[src/rtl/cntr_wb_regs.sv]
// cntr_wb_regs -- Wishbone classic responder holding a programmable up/down
// counter with optional prescaler, compare match and wrap detection.
//
// Optional feature macro: CNTR_WB_REGS_PRESCALER_EN
//   defined   : PRESC register (offset 0x14, 16 bits) and prescaler counter;
//               a tick fires when EN = 1 and the prescaler counter equals PRESC.
//   undefined : no prescaler; a tick fires every cycle while EN = 1, offset
//               0x14 reads 0 and writes to it are acked and ignored.
//
// Register map (byte offset from BASE_ADDR, unused bits read 0):
//   0x00 CTRL    bit0 EN, bit1 DIR (0 up / 1 down), bit2 IRQ_EN
//   0x04 LOAD    write loads the counter and stores the value
//   0x08 COUNT   read-only
//   0x0C COMPARE WIDTH bits
//   0x10 STATUS  bit0 MATCH, bit1 WRAP; sticky, write 1 to clear
//   0x14 PRESC   16 bits (prescaler builds only)
//   0x18..0xFF   acked, read 0, writes dropped
//
// Ports:
//   wb_clk_i, wb_rst_i     clock and synchronous active-high reset
//   wbs_cyc_i/stb_i/we_i   Wishbone classic cycle, strobe, write enable
//   wbs_sel_i              byte enables (honoured on writes)
//   wbs_adr_i, wbs_dat_i   byte address and write data
//   wbs_ack_o, wbs_dat_o   one-cycle acknowledge and registered read data
//   io_out, io_oeb         count on io_out[IO_LSB +: WIDTH]; oeb low there
//   user_irq               [0] = IRQ_EN & (MATCH | WRAP); [2:1] = 0
module cntr_wb_regs #(
    parameter int          WIDTH     = 16,
    parameter logic [31:0] BASE_ADDR = 32'h3000_0000,
    parameter int          IO_LSB    = 8
) (
    input  logic        wb_clk_i,
    input  logic        wb_rst_i,
    input  logic        wbs_cyc_i,
    input  logic        wbs_stb_i,
    input  logic        wbs_we_i,
    input  logic [3:0]  wbs_sel_i,
    input  logic [31:0] wbs_adr_i,
    input  logic [31:0] wbs_dat_i,
    output logic        wbs_ack_o,
    output logic [31:0] wbs_dat_o,
    output logic [37:0] io_out,
    output logic [37:0] io_oeb,
    output logic [2:0]  user_irq
);

    localparam logic [7:0] OFF_CTRL  = 8'h00;
    localparam logic [7:0] OFF_LOAD  = 8'h04;
    localparam logic [7:0] OFF_COUNT = 8'h08;
    localparam logic [7:0] OFF_CMP   = 8'h0C;
    localparam logic [7:0] OFF_STAT  = 8'h10;
    localparam logic [7:0] OFF_PRESC = 8'h14;

    localparam logic [37:0] CNT_MASK = ((38'd1 << WIDTH) - 38'd1) << IO_LSB;

    // Byte-lane merge of write data into an existing register value.
    function automatic logic [WIDTH-1:0] merge_cnt(input logic [WIDTH-1:0] old,
                                                   input logic [WIDTH-1:0] nw,
                                                   input logic [WIDTH-1:0] mask);
        return (old & ~mask) | (nw & mask);
    endfunction

    function automatic logic [15:0] merge16(input logic [15:0] old,
                                            input logic [15:0] nw,
                                            input logic [15:0] mask);
        return (old & ~mask) | (nw & mask);
    endfunction

    // One counter step, modulo 2^WIDTH.
    function automatic logic [WIDTH-1:0] count_step(input logic [WIDTH-1:0] c,
                                                    input logic down);
        return down ? c - WIDTH'(1) : c + WIDTH'(1);
    endfunction

    logic             ack;
    logic [31:0]      dat_q;
    logic             en;
    logic             dir;
    logic             irq_en;
    logic [WIDTH-1:0] load_val;
    logic [WIDTH-1:0] count;
    logic [WIDTH-1:0] compare;
    logic             st_match;
    logic             st_wrap;

    logic             acc;
    logic             wr;
    logic [7:0]       off;
    logic [31:0]      be_mask;
    logic [31:0]      rdata;
    logic             wr_ctrl;
    logic             wr_load;
    logic             wr_cmp;
    logic             wr_stat;
    logic             tick;
    logic             step_en;
    logic [WIDTH-1:0] load_nx;
    logic [WIDTH-1:0] stepped;
    logic             wrap_set;
    logic             match_set;
    logic             unused_bits;

    // A new access is only taken when no ack is in flight, which gives the
    // classic one-idle-cycle gap when the strobe stays high.
    assign acc     = wbs_cyc_i & wbs_stb_i & ~ack & (wbs_adr_i[31:8] == BASE_ADDR[31:8]);
    assign wr      = acc & wbs_we_i;
    assign off     = wbs_adr_i[7:0];
    assign be_mask = {{8{wbs_sel_i[3]}}, {8{wbs_sel_i[2]}},
                      {8{wbs_sel_i[1]}}, {8{wbs_sel_i[0]}}};

    assign wr_ctrl = wr & (off == OFF_CTRL) & wbs_sel_i[0];
    assign wr_load = wr & (off == OFF_LOAD);
    assign wr_cmp  = wr & (off == OFF_CMP);
    assign wr_stat = wr & (off == OFF_STAT) & wbs_sel_i[0];

    assign load_nx = merge_cnt(load_val, wbs_dat_i[WIDTH-1:0], be_mask[WIDTH-1:0]);
    assign stepped = count_step(count, dir);

`ifdef CNTR_WB_REGS_PRESCALER_EN
    logic [15:0] presc;
    logic [15:0] pcnt;
    logic        wr_presc;

    assign wr_presc = wr & (off == OFF_PRESC);
    assign tick     = en & (pcnt == presc);
`else
    assign tick     = en;
`endif

    // A LOAD write in the same cycle as a tick wins; the tick is dropped
    // entirely, so it can raise neither WRAP nor MATCH.
    assign step_en   = tick & ~wr_load;
    assign wrap_set  = step_en & (dir ? (count == '0) : (count == '1));
    assign match_set = step_en & (stepped == compare);

    always_comb begin
        rdata = '0;
        case (off)
            OFF_CTRL:  rdata[2:0]       = {irq_en, dir, en};
            OFF_LOAD:  rdata[WIDTH-1:0] = load_val;
            OFF_COUNT: rdata[WIDTH-1:0] = count;
            OFF_CMP:   rdata[WIDTH-1:0] = compare;
            OFF_STAT:  rdata[1:0]       = {st_wrap, st_match};
`ifdef CNTR_WB_REGS_PRESCALER_EN
            OFF_PRESC: rdata[15:0]      = presc;
`endif
            default:   rdata            = '0;
        endcase
    end

    always_ff @(posedge wb_clk_i) begin
        if (wb_rst_i) begin
            ack      <= 1'b0;
            dat_q    <= '0;
            en       <= 1'b0;
            dir      <= 1'b0;
            irq_en   <= 1'b0;
            load_val <= '0;
            count    <= '0;
            compare  <= '0;
            st_match <= 1'b0;
            st_wrap  <= 1'b0;
`ifdef CNTR_WB_REGS_PRESCALER_EN
            presc    <= '0;
            pcnt     <= '0;
`endif
        end else begin
            ack   <= acc;
            // Read data reflects register state before this edge's updates.
            dat_q <= (acc & ~wbs_we_i) ? rdata : '0;

            if (wr_ctrl) begin
                {irq_en, dir, en} <= wbs_dat_i[2:0];
            end
            if (wr_load) begin
                load_val <= load_nx;
                count    <= load_nx;
            end else if (tick) begin
                count    <= stepped;
            end
            if (wr_cmp) begin
                compare <= merge_cnt(compare, wbs_dat_i[WIDTH-1:0], be_mask[WIDTH-1:0]);
            end

            // Set beats a same-cycle write-1-to-clear.
            st_match <= (st_match & ~(wr_stat & wbs_dat_i[0])) | match_set;
            st_wrap  <= (st_wrap  & ~(wr_stat & wbs_dat_i[1])) | wrap_set;

`ifdef CNTR_WB_REGS_PRESCALER_EN
            if (wr_presc) begin
                presc <= merge16(presc, wbs_dat_i[15:0], be_mask[15:0]);
            end
            // Held at 0 while disabled; restarts after each tick or load.
            if (~en | tick | wr_load) begin
                pcnt <= '0;
            end else begin
                pcnt <= pcnt + 16'd1;
            end
`endif
        end
    end

    always_comb begin
        io_out                  = '0;
        io_out[IO_LSB +: WIDTH] = count;
    end

    assign io_oeb    = ~CNT_MASK;
    assign user_irq  = {2'b00, irq_en & (st_match | st_wrap)};
    assign wbs_ack_o = ack;
    assign wbs_dat_o = dat_q;

    // Data and mask lanes above the register widths carry no state.
    assign unused_bits = ^{wbs_dat_i, be_mask};

endmodule
[config.mk]
export PLATFORM = sky130hd
export DESIGN_NAME = cntr_wb_regs
export DESIGN_NICKNAME = d
export VERILOG_FILES = /design/src/rtl/cntr_wb_regs.sv
export SDC_FILE = /design/constraint.sdc
export NUM_CORES = 1
export LEC_CHECK = 0
export ABC_CLOCK_PERIOD_IN_PS = 3550
export BUFFER_PORTS_ARGS = -buffer_cell sky130_fd_sc_hd__buf_2
export CAP_MARGIN = 20
export CORE_UTILIZATION = 51
export DETAILED_ROUTE_END_ITERATION = 10
export GPL_TIMING_DRIVEN = 0
export PLACE_DENSITY = 0.81
export SYNTH_ARGS = -nofsm -noshare
export SYNTH_HDL_FRONTEND = slang
export SYNTH_SLANG_ARGS = --single-unit
[constraint.sdc]
create_clock -name wb_clk_i -period 3.55 [get_ports wb_clk_i]
set_input_delay 0.1775 -clock wb_clk_i [delete_from_list [all_inputs] [get_ports wb_clk_i]]
set_output_delay 0.1775 -clock wb_clk_i [all_outputs]
set_load 0.02 [all_outputs]
## Word level (Yosys, flattened, before mapping)

Cells that the tools add are included.

- Flip-flop bits (word level): 86
- Input port bits: 73
- Output and inout port bits: 112
- Word-level logic and storage cells: 65

- Add/subtract/negate cells: 2
- Equal/unequal tests: 7
- Muxes and demuxes: 7
- Bitwise logic cells: 34
- Reductions and logical operators: 4

Operators by type and width:

| cell | count |
|---|---|
| 16-bit AND | 3 |
| 16-bit two-way mux | 3 |
| 13-bit one-hot mux with 3 select lines | 1 |
| 16-bit bitwise OR | 2 |
| 24-bit by 22-bit equality test with 1-bit output, second input constant | 1 |
| 1-bit AND | 19 |
| 16-bit by 1-bit adder with 16-bit output, second input constant | 1 |
| 16-bit equality test | 1 |
| 16-bit equality test, second input constant | 1 |
| 8-bit by 4-bit equality test with 1-bit output, second input constant | 2 |
| 16-bit logical NOT | 1 |
| 16-bit NOT | 1 |
| 16-bit by 1-bit subtractor with 16-bit output, second input constant | 1 |
| 2-bit one-hot mux with 5 select lines | 1 |
| 8-bit by 3-bit equality test with 1-bit output, second input constant | 1 |
| 8-bit by 5-bit equality test with 1-bit output, second input constant | 1 |
| 8-bit logical NOT | 1 |
| 1-bit NOT | 6 |
| 1-bit one-hot mux with 4 select lines | 1 |
| 1-bit bitwise OR | 3 |
| 2-bit nonzero test | 1 |
| 2-bit OR reduction | 1 |
| 1-bit two-way mux | 1 |

## Depth between registers and ports, before layout

- Word-level depth: 10
- Mapped depth: 10
- Mapped depth without buffers: 9

## Worst setup path before layout

Ideal clock, no wire load.

- Path type: register -> register
- Start: register dir
- End: register st_match
- Setup time: 0.069 ns
- Data arrival time: 2.928 ns
- Required time: 3.481 ns
- Slack: 0.553 ns
- Stages on the path, launching flop included: 11
- Buffers on the path: 1
- Period minus slack after synthesis: 2.997 ns
- Cells stage by stage: dfxtp_1 -> ha_1 -> buf_6 -> nor3b_1 -> o32ai_1 -> a21oi_1 -> a311o_1 -> or4bb_2 -> nor4_2 -> nand4_1 -> o21ai_1

- Word-level cells in the longest chain between the ends: 4

RTL lines:

| item | line | source |
|---|---|---|
| from (decl) | 78 | `logic dir;` |
| from (signal assigned) | 173 | `{irq_en, dir, en} <= wbs_dat_i[2:0];` |
| 16-bit two-way mux | 72 | `return down ? c - WIDTH'(1) : c + WIDTH'(1);` |
| 16-bit equality test | 134 | `assign match_set = step_en & (stepped == compare);` |
| 1-bit AND | 134 |  |
| 1-bit bitwise OR | 186 | `st_match <= (st_match & ~(wr_stat & wbs_dat_i[0])) \| match_set;` |
| to (signal assigned) | 186 |  |
| to (decl) | 83 | `logic st_match;` |

Every way passes these cells.
A chain may end at the register's enable or synchronous reset.

## Final worst setup path

- Start: register count[5]
- End: register st_match

- Word-level cells in the longest chain between the ends: 5
- Elaborated cells between the ends (all ways): 6
- Those cells by class: add/sub: 2; eq/ne: 1; mux: 1; bitwise: 2

RTL lines:

| item | line | source |
|---|---|---|
| from (decl) | 81 | `logic [WIDTH-1:0] count;` |
| from (signal assigned) | 177 | `count <= load_nx;` |
| from (signal assigned) | 179 | `count <= stepped;` |
| 16-bit by 1-bit adder with 16-bit output / 16-bit by 1-bit subtractor with 16-bit output (equally long branches) | 72 |  |
| 16-bit two-way mux * | 72 |  |
| 16-bit equality test * | 134 |  |
| 1-bit AND * | 134 |  |
| 1-bit bitwise OR * | 186 |  |

Every way passes the cells marked *; elsewhere a longest branch is shown, timed or not.

==> impl_metrics.py <==
metrics = {
    "logic_synthesis": {
        "post_synth_inst_count": 649,
        "synthesis.area_per_instance_um2": 8.23,
        "muxShareOfSynthArea_pct": 10.5,
        "main_combinational_cell_family_by_area_after_synthesis": "simple AND/OR/NAND/NOR gates",
        "adder_cell_fraction_of_synth_area_pct": 3.65,
        "synth-seq-area-share_pct": 26.2,
        "synth_top_flop_cell": "dfxtp_1",
        "edff_count_synth": 0,
        "synthXorXnorAreaFrac_pct": 5.25,
        "synth_compound_area_share_pct": 17.8,
        "mappedNetlistArea_um2": 5340,
        "synthArstFlopShare_pct": 0,
        "synth_simple_gate_area_share_pct": 20.9,
        "ys.warnings.count": 0,
        "ys_seq_elements": 70,
        "post_synth_num_cell_types": 72,
    },
    "finish": {
        "stdcell_count": 960,
        "fraction_of_final_layout_cells_with_drive_strength_greater_than_1_pct": 27.3,
        "antenna-diode-count": 0,
        "final_core_utilization_pct": 65.0,
        "num-nets-final": 910,
        "area_growth_syn_to_layout_pct": 21.1,
    },
    "placed_design": {
        "hpwlAfterDp_um": 12800,
        "gp_routability_congestion": 0.936,
        "port-buffer-count": 86,
        "post-place-cells": 944,
        "place_worst_setup_slack_ns": -0.309,
    },
    "power": {
        "pwr_density_cell_nw_per_um2": 275,
        "p_leak_nw": 2.96,
        "vdd_ir_drop_max_mv": 0.251,
        "p_total_mw": 1.78,
    },
    "critical_path": {
        "worst_setup_path_endpoint": "st_match",
        "regToRegEndpoint": "st_match",
        "crit_fanout": 10,
        "timing_worst_setup_path_type": "reg2reg",
        "startpoint_type": "flop",
        "end_kind": "flop",
        "worstSetupStartpoint": "count[5]",
        "timing.reg2reg.worst_path_depth": 9,
        "timing.rr.start": "count[5]",
        "cp.required_ns": 3.84,
        "timing.reg2reg.setup_slack_ns": 0.17,
        "timing.critical_path.arrival_ns": 3.67,
    },
    "job": {
        "max-cap-violations": 0,
    },
    "grt": {
        "global_routing_usage_summed_across_all_routing_layers_pct": 29.9,
        "grt_antenna_before_repair": 0,
        "first_global_vias": 5061,
        "first_pass_grt_wire_length_um": 25800,
        "maximum_number_of_pins_on_one_net_before_global_route_repair": 18,
        "grt.overflow.total": 0,
    },
    "sta": {
        "worst_slack_ns": 0.172,
        "finalSetupViolCount": 0,
        "hold_viol": 0,
        "grt_setup_unrepaired": "no",
        "totalNegativeSetupSlack_ns": 0,
        "min_cycle_time_layout_ns": 3.38,
        "finClkSkew_ns": 0.0120,
        "maximum_operating_frequency_ghz": 0.296,
        "final_min_period_over_clock_period_pct": 95.2,
        "drv_slew": 0,
        "slew_headroom_pct": 55.1,
        "worst_pin_slew_ns": 0.666,
    },
    "clock_tree": {
        "maximum_count_of_clock_buffers_along_a_single_path": 2,
        "clk_latency_ns": 0.36,
        "clk_pin_slew_ns": 0.08,
        "cts_num_sinks": 70,
        "hold_buffers": 0,
        "clock_tree_from_tritoncts": "built",
        "h-tree-depth": 3,
        "numCtsBuffers": 9,
        "ctsRootBufferMaster": "clkbuf_8",
    },
    "floorplan": {
        "die_area_um2": 10900,
        "placement_rows": 36,
        "initial_cell_density_of_the_core_pct": 53.7,
        "die_width_um": 104,
        "io_pins": 185,
        "floorplan.core_area_um2": 9950,
        "fp.dieH_um": 104,
    },
    "outcome": {
        "outcome": "completed",
    },
    "drt": {
        "vias_per_std_cell": 5.62,
        "route.final.wire_length_um": 16500,
        "dr_total_vias": 5399,
        "drt-initial-drc-count": 443,
        "wl_per_cell_um": 17.2,
        "detailedRoute.firstPassIterationCount": 6,
        "ant_nets": 0,
        "drc": 0,
    },
    "worst_hold_path": {
        "hold_class": "in2reg",
    },
}
## timing repair
item | in CTS | in global routing
pin swaps | 0 | 1
setup buffers | 0 | 0
endpoints found under the setup margin | 1 | 1
resized for setup | 2 | 3
## area by class of cell
type,instances,area (um2)
Clock inverter,6,93.8
Multi-Input combinational cell,529,3400
Sequential cell,70,1410
Buffer,117,797
Tap cell,133,166
Inverter,9,33.8
Timing Repair Buffer,86,430
Clock buffer,10,138
Fill cell,878,3480
## report_power, final
group / leakage [nW] / switching (mW) / internal, mW
sequential: 0.565 / 0.000000000293 / 0.784
clock: 0.113 / 0.331 / 0.419
combinational: 2.29 / 0.148 / 0.0970
## worst min path at each step
| stage | depth (start not counted) | from | endpoint |
|---|---|---|---|
| finish | 3 | wbs_dat_i[12] | flop |
| global route | 3 | wbs_dat_i[9] | flop |
| CTS | 3 | wbs_dat_i[12] | flop |
| detailed placement | 2 | load_val[15] | load_val[15] |
| global placement | 3 | wbs_dat_i[13] | flop |
| floorplan | 2 | wbs_dat_i[1] | flop |
## cell usage after synthesis (3+ instances only)
cell | instances | area share, %
buf_4 | 80 | 11
dfxtp_1 | 70 | 26
nor2_1 | 56 | 3.9
nand2_1 | 39 | 2.7
mux2i_1 | 38 | 7.1
a21oi_1 | 37 | 3.5
a211oi_1 | 33 | 4.6
nand3_1 | 29 | 2.7
clkbuf_1 | 26 | 1.8
nor3_1 | 20 | 1.9
nor2b_1 | 16 | 1.9
a22oi_1 | 14 | 2.0
ha_1 | 14 | 3.3
mux2_2 | 14 | 3.0
o21ai_0 | 14 | 1.3
xnor2_1 | 14 | 2.3
nor4_1 | 12 | 1.4
nand4_1 | 10 | 1.2
xor2_1 | 10 | 1.6
inv_1 | 9 | 0.63
and3_1 | 7 | 0.82
a21o_1 | 5 | 0.70
nor4b_1 | 5 | 0.82
buf_2 | 4 | 0.37
nand3b_1 | 4 | 0.56
a21o_2 | 3 | 0.49
buf_6 | 3 | 0.63
clkbuf_8 | 3 | 0.77
nand2b_1 | 3 | 0.35
o21a_1 | 3 | 0.42
or4_1 | 3 | 0.42
## layout by cell type, fill, tap and decap left out, types with 3 or more instances in the layout
| master | count |
|---|---|
| nand3b_1 | 4 |
| nor4_1 | 12 |
| mux2i_1 | 38 |
| ha_1 | 14 |
| dfxtp_1 | 68 |
| conb_1 | 78 |
| a211oi_1 | 33 |
| xor2_1 | 10 |
| nand2_1 | 39 |
| or4_1 | 3 |
| xnor2_1 | 14 |
| nand4_1 | 10 |
| a21oi_1 | 37 |
| buf_6 | 3 |
| o21ai_0 | 14 |
| nor4b_1 | 5 |
| a22oi_1 | 14 |
| nor2b_1 | 16 |
| a21o_2 | 3 |
| buf_2 | 90 |
| o21a_1 | 3 |
| nand2b_1 | 3 |
| clkbuf_8 | 13 |
| clkbuf_1 | 26 |
| mux2_2 | 14 |
| nor2_1 | 55 |
| a21o_1 | 5 |
| nor3_1 | 20 |
| buf_4 | 80 |
| inv_1 | 9 |
| and3_1 | 7 |
| nand3_1 | 29 |
## layer usage
| layer | global-route usage (%) | wire, um | share of wire (%) |
|---|---|---|---|
| met1 | 36.9 | 6810 | 41 |
| met3 | 7.02 | 1470 | 8.9 |
| met2 | 50.0 | 7770 | 47 |
| met4 | 11.8 | 491 | 3.0 |
| met5 | 0 | 0 | 0 |
## metrics by stage
stage | instance area (um2) | hold WS [ns]
global route | 6470 | 0.0951
global placement | 6220 | 0.443
detailed placement | 6220 | 0.455
finish | 6470 | 0.0874
CTS | 6460 | 0.0895
floorplan | 5630 | 0.321
## logic make-up (layout without fill, tap and decap cells)
logic type | after synthesis | in the layout
xor gates and xnor gates | 27 | 27
muxes | 53 | 53
adders and majority gates | 15 | 15
DFF | 70 | 70
buffers and inverters | 126 | 228
and+or+nand+nor | 217 | 217
AOI/OAI and AO/OA | 139 | 139
other | 2 | 78
## worst max-delay path, stage by stage (launching register included)
cell      delay, ns
dfxtp_1        0.52
ha_1           0.35
buf_6          0.17
a311oi_2       0.39
nand4_1        0.23
or4_1          0.55
or4_1          0.50
nor4_2         0.28
nand4_1        0.18
o21ai_1        0.15
No activity file was read; power rests on OpenSTA's default activity.
